<file path="src/rtl/perf_pkg.sv">
// -----------------------------------------------------------------------------
// perf_pkg
// Shared constants for the performance-counter bank of the single-cycle MIPS
// core: the counter index map, the number of counters and the opcode of the
// perf (read counter) instruction that the decoder matches against.
// -----------------------------------------------------------------------------
package perf_pkg;

    localparam int PERF_NUM_CNT = 8;

    // Counter index map; also the value of perf_sel / imm[2:0]
    localparam logic [2:0] PERF_CYCLES  = 3'd0;
    localparam logic [2:0] PERF_INSTR   = 3'd1;
    localparam logic [2:0] PERF_LOADS   = 3'd2;
    localparam logic [2:0] PERF_STORES  = 3'd3;
    localparam logic [2:0] PERF_JUMPS   = 3'd4;
    localparam logic [2:0] PERF_BRANCH  = 3'd5;
    localparam logic [2:0] PERF_TAKEN   = 3'd6;
    localparam logic [2:0] PERF_REGWR   = 3'd7;

    // Opcode of the perf instruction (write-back selects perf_data via
    // mem_to_reg = 2'b11)
    localparam logic [5:0] PERF_OPCODE  = 6'b110011;

endpackage

</file>
<file path="src/rtl/perf_counter.sv">
// -----------------------------------------------------------------------------
// perf_counter
// One CNT_W-bit event counter with a sticky overflow flag.
//
// Ports:
//   clk     in   core clock, rising edge
//   reset   in   asynchronous active-high reset, clears count and ovf
//   inc     in   count one event this cycle
//   clr     in   clear count and ovf; wins over inc and ignores freeze
//   freeze  in   hold the count (clears still apply)
//   count   out  current counter value
//   ovf     out  sticky overflow flag
//
// Build option: PERF_SATURATE_EN defined -> a counter at its maximum stays
// there on increment; otherwise it wraps to zero. Both set ovf.
// -----------------------------------------------------------------------------
module perf_counter
    import perf_pkg::*;
#(
    parameter int CNT_W = 32
) (
    input  logic             clk,
    input  logic             reset,
    input  logic             inc,
    input  logic             clr,
    input  logic             freeze,
    output logic [CNT_W-1:0] count,
    output logic             ovf
);

    logic at_max;

    assign at_max = &count;

    always_ff @(posedge clk or posedge reset) begin
        if (reset) begin
            count <= '0;
            ovf   <= 1'b0;
        end else if (clr) begin
            // Clear drops any event arriving in the same cycle
            count <= '0;
            ovf   <= 1'b0;
        end else if (inc && !freeze) begin
            if (at_max) begin
                ovf <= 1'b1;
`ifdef PERF_SATURATE_EN
                count <= count;
`else
                count <= '0;
`endif
            end else begin
                count <= count + 1'b1;
            end
        end
    end

endmodule

</file>
<file path="src/rtl/perf_counter_unit.sv">
// -----------------------------------------------------------------------------
// perf_counter_unit
// Performance-counter bank fed by the main controller strobes. Eight counters
// (see perf_pkg for the index map); the selected counter is read back
// combinationally through perf_data for the perf instruction's write-back.
//
// Ports:
//   clk, reset          core clock, asynchronous active-high reset
//   instr_valid         an instruction retires this cycle (gates counters 1..7)
//   jump, branch, branch_taken, mem_read, mem_write, reg_write
//                       controller strobes
//   perf_sel            counter index for read and single clear
//   perf_clr            clear counter perf_sel
//   perf_clr_all        clear every counter and ovf flag (overrides perf_clr)
//   perf_freeze         hold all counters including cycles
//   perf_data           selected counter, zero-extended to 32 bits
//   perf_ovf            sticky overflow flag per counter
//
// Build option: PERF_SATURATE_EN selects saturating instead of wrapping
// counters (implemented inside perf_counter).
// -----------------------------------------------------------------------------
module perf_counter_unit
    import perf_pkg::*;
#(
    parameter int CNT_W = 32
) (
    input  logic        clk,
    input  logic        reset,
    input  logic        instr_valid,
    input  logic        jump,
    input  logic        branch,
    input  logic        branch_taken,
    input  logic        mem_read,
    input  logic        mem_write,
    input  logic        reg_write,
    input  logic [2:0]  perf_sel,
    input  logic        perf_clr,
    input  logic        perf_clr_all,
    input  logic        perf_freeze,
    output logic [31:0] perf_data,
    output logic [7:0]  perf_ovf
);

    logic [PERF_NUM_CNT-1:0] inc;
    logic [PERF_NUM_CNT-1:0] clr;
    logic [PERF_NUM_CNT-1:0] ovf;
    logic [CNT_W-1:0]        count [PERF_NUM_CNT];

    // Event gating: cycles always counts, the rest need a retiring instruction.
    // branch_taken is only meaningful together with branch.
    always_comb begin
        inc              = '0;
        inc[PERF_CYCLES] = 1'b1;
        inc[PERF_INSTR]  = instr_valid;
        inc[PERF_LOADS]  = instr_valid & mem_read;
        inc[PERF_STORES] = instr_valid & mem_write;
        inc[PERF_JUMPS]  = instr_valid & jump;
        inc[PERF_BRANCH] = instr_valid & branch;
        inc[PERF_TAKEN]  = instr_valid & branch & branch_taken;
        inc[PERF_REGWR]  = instr_valid & reg_write;
    end

    always_comb begin
        clr = '0;
        if (perf_clr_all) begin
            clr = '1;
        end else if (perf_clr) begin
            clr[perf_sel] = 1'b1;
        end
    end

    for (genvar i = 0; i < PERF_NUM_CNT; i++) begin : g_cnt
        perf_counter #(
            .CNT_W (CNT_W)
        ) u_cnt (
            .clk    (clk),
            .reset  (reset),
            .inc    (inc[i]),
            .clr    (clr[i]),
            .freeze (perf_freeze),
            .count  (count[i]),
            .ovf    (ovf[i])
        );
    end

    // Zero-latency read: returns the registered (pre-update) value
    always_comb begin
        perf_data              = '0;
        perf_data[CNT_W-1:0]   = count[perf_sel];
    end

    assign perf_ovf = ovf;

endmodule
</file>
<file path="config.mk">
export PLATFORM = sky130hd
export DESIGN_NAME = perf_counter_unit
export DESIGN_NICKNAME = d
export VERILOG_FILES = /design/src/rtl/perf_pkg.sv /design/src/rtl/perf_counter.sv /design/src/rtl/perf_counter_unit.sv
export SDC_FILE = /design/constraint.sdc
export NUM_CORES = 1
export LEC_CHECK = 0
export CELL_PAD_IN_SITES_DETAIL_PLACEMENT = 0
export CELL_PAD_IN_SITES_GLOBAL_PLACEMENT = 1
export CORE_AREA = 2 2 182 184
export DETAILED_ROUTE_END_ITERATION = 10
export DIE_AREA = 0 0 184 186
export GPL_ROUTABILITY_DRIVEN = 1
export GPL_TIMING_DRIVEN = 0
export PLACE_DENSITY = 0.78
export SLEW_MARGIN = 20
export SYNTH_ARGS = -nofsm -noshare
export SYNTH_HDL_FRONTEND = slang
export SYNTH_SLANG_ARGS = --single-unit
export TNS_END_PERCENT = 5
</file>
<file path="constraint.sdc">
create_clock -name clk -period 12.27 [get_ports clk]
set_input_delay 2.454 -clock clk [delete_from_list [all_inputs] [get_ports clk]]
set_output_delay 2.454 -clock clk [all_outputs]
set_load 0.01 [all_outputs]
</file>
# Yosys cells after proc, flatten, opt, wreduce, memory -nomap -nowiden
# Index checks and enable logic that the tools add are counted.
# word_totals
register_bits	264
latchBits	0
ram_bits	0
romBits	0
input_bits	15
out_inout_bits	40
wordCells	130
mem_count	0
# classes
add_sub_neg	8
mul	0
div_mod_pow	0
order_cmp	3
eq_ne	1
n_shift	0
muxes	55
bitwise	7
n_reduce_logical	40
# op_table
op	n
2-to-1 mux 32 bit	26
adder 32 x 1 -> 32 bit (second input constant)	8
AND reduction 32 bit	8
binary-select mux 32 bit (select 3 bit)	1
nonzero test 2 bit	15
2-to-1 mux 1 bit	25
2-to-1 mux 8 bit	2
AND reduction 2 bit	8
logical AND 1 bit	8
AND 1 bit	6
greater-or-equal comparator 4 bit (second input constant)	1
< comparator 3 x 4 -> 1 bit (second input constant)	1
inverter 3 -> 4 bit	1
demux 1 bit (select 3 bit)	1
greater-or-equal comparator 3 x 1 -> 1 bit (second input constant)	1
inequality test 2 x 1 -> 1 bit (second input constant)	1
logical NOT 1 bit	1

# Depth between registers and ports, before layout
# logic_depth
depth_word	8
ltp_mapped	8
ltp_nobuf	6

# By module
# A second synthesis with hierarchy kept.
# unflattened
hier_cells	1724
hier_area_um2	17275.3
# modules_own_cells
mod	instances	cells_per_inst	area_per_inst_um2	seq_area_each_um2
perf_counter	8	184	1870.5	825.8
perf_counter_unit	1	252	2311.0	0.0

# Worst setup path after synthesis
# OpenSTA, ideal clock, no wires.
# synth_path
kind	input -> output
startpoint	input perf_sel[2]
endpoint	output perf_data[3]
arrival_time_ns	4.284
required_time_ns	9.816
path_slack_ns	5.532
stages	5
path_buffers	3
path_cell_list	buf_2 buf_2 buf_1 mux4_2 mux2_2
# synth_via
elab_chain_cells	4
# synth_rtl
element	line_no	source
start, declared	perf_counter_unit.sv:36	input logic [2:0] perf_sel,
inverter 3 -> 4 bit (implied by the code)	perf_counter_unit.sv:89	perf_data[CNT_W-1:0] = count[perf_sel];
binary-select mux 32 bit (select 3 bit)	perf_counter_unit.sv:89	
2-to-1 mux 32 bit (implied by the code) (2 in a row)	perf_counter_unit.sv:89	
end, declared	perf_counter_unit.sv:40	output logic [31:0] perf_data,
# No other way between the ends. The select of a mux whose other input is x is not followed.

# Worst setup path after layout
# layout_path
startpoint	input perf_sel[1]
endpoint	output perf_data[31]
# Same word-level chain as after synthesis.

==> metrics.txt <==
setup ws final=3.71 ns; Syn Nets=1605; worst-case reg-to-reg path depth=7; # diodes=0; wire per inst=23.5 microns; Max Transition Viols Final=0; die width=184 microns; slew margin rel.=0.288; HPWL Detailed=37.1 mm; Async SR Flop Fraction=1.00; placed cell area=0.0166 sq mm; Final min period=8.56 ns; kind of end point of the critical path=output pin; GPL Wtd Cong=about 0.98; Critical-path top delay cell=buf_1; outcome=complete, no violations; reg-to-reg critical path startpoint=g_cnt[3].u_cnt.count[0]; WS Path Type=primary input to output pin; P&R area growth vs syn=12.8%; Pwr Density=around 100 mW/mm^2; drt drc=0; Switching Power=437 uW; die area=~0.034 sq mm; final instance area=~0.018 sq mm; Critical Path Sink=perf_data[31]; Gate power share=0.054; 1st-pass router iterations=5; total track usage=0.293; Core Region=0.0322 sq mm; cts repair resizes=0; Initial Utilization=0.483; EDFF count, synth=0; Ys Warns=0; CP max stage delay=0.65 ns; port bufs=50; count of cell types in the netlist=60; Worst-Skew Late Latency=0.57 ns; worst path bufs/invs=5; family with the most delay on the worst path=buffers and inverters; sequential share of power=0.477; Synth top area share=0.425; critical path data arrival time=roughly 6.1 ns; Sink Count=264; clock share of power=0.469; Clock Root Buffer=clkbuf_16; global-route wire length before repair=75.1 mm; Nets=1689; layout cell share with drive strength beyond 1=0.109; CP max FO=10; vias=about 13000; CP most frequent cell=clkdlybuf4s50_1; count of final setup violators=0; r2r endpoint=g_cnt[3].u_cnt.count[18]; antenna viol nets, final=0; Synth area leader=dfrtp_1; fmax=between 100 and 150 MHz; clock-pin slew on the worst setup and hold paths=approximately 0.060 ns; switching share of power=0.238; Leak=0.00687 uW; Avg Cell Area, Syn=9.83 sq um; total CTS buffers=30; clock buffer depth=3; Post-Syn Area=0.0155 sq mm; DR iter-0 viols=1538; hold_buf cts=0; vias in the first global route=~12000; Int Pwr=1400 uW; Final Hold Viols=0; crit-path cells=clkdlybuf4s50_1, buf_1, buf_2, clkbuf_1, mux4_2, mux2_2, clkdlybuf4s50_1; CTS tree=done; Non-Filler Instances=2089; Synth Flop Type=dfrtp_1; worst-margin pin slew=1.06 ns; setup slack, reg-to-reg=9.03 ns; register area share after synthesis=0.425; Tcrit/Tclk final=0.698; peak supply drop=about 0.00010 V; # IOs=55; synthesized flop and latch total=264; WL final=49.0 mm; Die Ht=about 190 microns; largest net degree at the start of global routing=97; nature of the critical path startpoint=primary input; post-place setup slack=3.77 ns; Crit. path cell count=7; Cells after Synth=about 1600; num rows=66; worst hold path cell count=1; final clock skew=0.00793 ns; Hold Path Class=flop to flop; CP Launch Point=perf_sel[1]; dpl cells=~2000; CP required=9.82 ns; antenna violations before repair=2; post-CTS setup buffer count=0; Vias/cell=6.16; Max Cap Viol=0; Area contributors post-synth=dfrtp_1 43%, mux4_2 9.3%, xor2_1 7.2%; CTS H-tree lvls=1; RSZ-0062 raised after global routing=false; total gr overflow=0
## through the flow
step                hold slack, ns  utilization  total power [uW]  setup TNS (ns)
floorplan                    0.465            -               955               0
global placement             0.479        0.514               989         -307.76
detailed placement           0.488        0.516               992               0
CTS                          0.504        0.544              1850               0
global route                 0.527        0.544              1890               0
finish                       0.497        0.544              1840               0
## power groups by stage
stage | sequential, uW | combinational, uW | clock (uW)
after floorplan | 891 | 64.7 | 0
after global placement | 892 | 96.5 | 0
after detailed placement | 892 | 100 | 0
after CTS | 876 | 100 | 873
after global routing | 876 | 109 | 907
final | 876 | 99.6 | 860
## cell type report
type | instances | area (sq um)
Buffer | 83 | 382
Timing Repair Buffer | 52 | 556
Fill cell | 2940 | 14700
Inverter | 22 | 90.1
Tap cell | 408 | 510
Sequential cell | 264 | 6610
Clock buffer | 42 | 857
Clock inverter | 5 | 52.6
Multi-Input combinational cell | 1213 | 8480
## metal layers
| metal | vias to the layer above | share of wire | GRT usage |
|---|---|---|---|
| met2 | 521 | 0.46 | 0.468 |
| li1 | 5845 | - | - |
| met1 | 6367 | 0.41 | 0.391 |
| met4 | 2 | 0.060 | 0.146 |
| met3 | 140 | 0.067 | 0.0436 |
| met5 | - | 0.00022 | 0 |
## cell usage after synthesis (17+ instances only)
master and count:
and4_1 26, and3_1 31, xnor2_1 93, inv_1 22, nor4_1 35, o21ai_0 18, mux2_2 33, mux4_2 64
nor3_1 33, or3_1 17, nand2_1 112, nand3_1 96, dfrtp_1 264, and2_1 20, clkbuf_1 45, buf_2 19
a21oi_1 36, nor2_1 267, nand4_1 102, xor2_1 128
## cell usage in the layout, fill, tap and decap left out, types with 5 or more instances in the layout
cell type        count
o31ai_1              5
nor2b_1              5
xor2_1             128
ha_1                 8
clkbuf_16           31
a21oi_1             36
and3_1              31
nor4_1              35
mux4_2              64
o21a_1               8
xnor2_1             93
buf_4                8
clkdlybuf4s50_1     50
mux2_2              33
a31oi_1              5
buf_1                8
dfrtp_1            264
nand3b_1             7
and4_1              26
or3_1               17
clkbuf_1            52
nor3_1              33
nand3_1             96
nor2_1             267
inv_1               21
and2_1              20
o21ai_0             18
nand4_1            102
or4_1               10
nand2_1            112
buf_2               19
## registers in the layout, indices dropped and copies added (netlist names)
register,count
g_cnt.u_cnt.count,256
g_cnt.u_cnt.ovf,8
## logic make-up (layout without fill, tap and decap cells)
family | Yosys count | count (layout) | synth area share
buffers and inverters | 105 | 204 | 0.0299
flip-flops | 264 | 264 | 0.425
AND/OR/NAND/NOR | 793 | 793 | 0.259
AO/OA/AOI/OAI | 94 | 94 | 0.0381
multiplexers | 97 | 97 | 0.117
XOR/XNOR | 221 | 221 | 0.125
adder cells (fa/ha/maj) | 8 | 8 | 0.00644
## worst min-delay path by stage
stage | startpoint | slack [ns] | end
floorplan | g_cnt[3].u_cnt.ovf | 0.47 | g_cnt[3].u_cnt.ovf
global placement | g_cnt[0].u_cnt.ovf | 0.48 | g_cnt[0].u_cnt.ovf
detailed placement | g_cnt[5].u_cnt.ovf | 0.49 | g_cnt[5].u_cnt.ovf
CTS | g_cnt[0].u_cnt.ovf | 0.50 | g_cnt[0].u_cnt.ovf
global route | g_cnt[1].u_cnt.ovf | 0.53 | g_cnt[1].u_cnt.ovf
finish | g_cnt[0].u_cnt.ovf | 0.50 | g_cnt[0].u_cnt.ovf
Power figures use the tool's default switching activity.
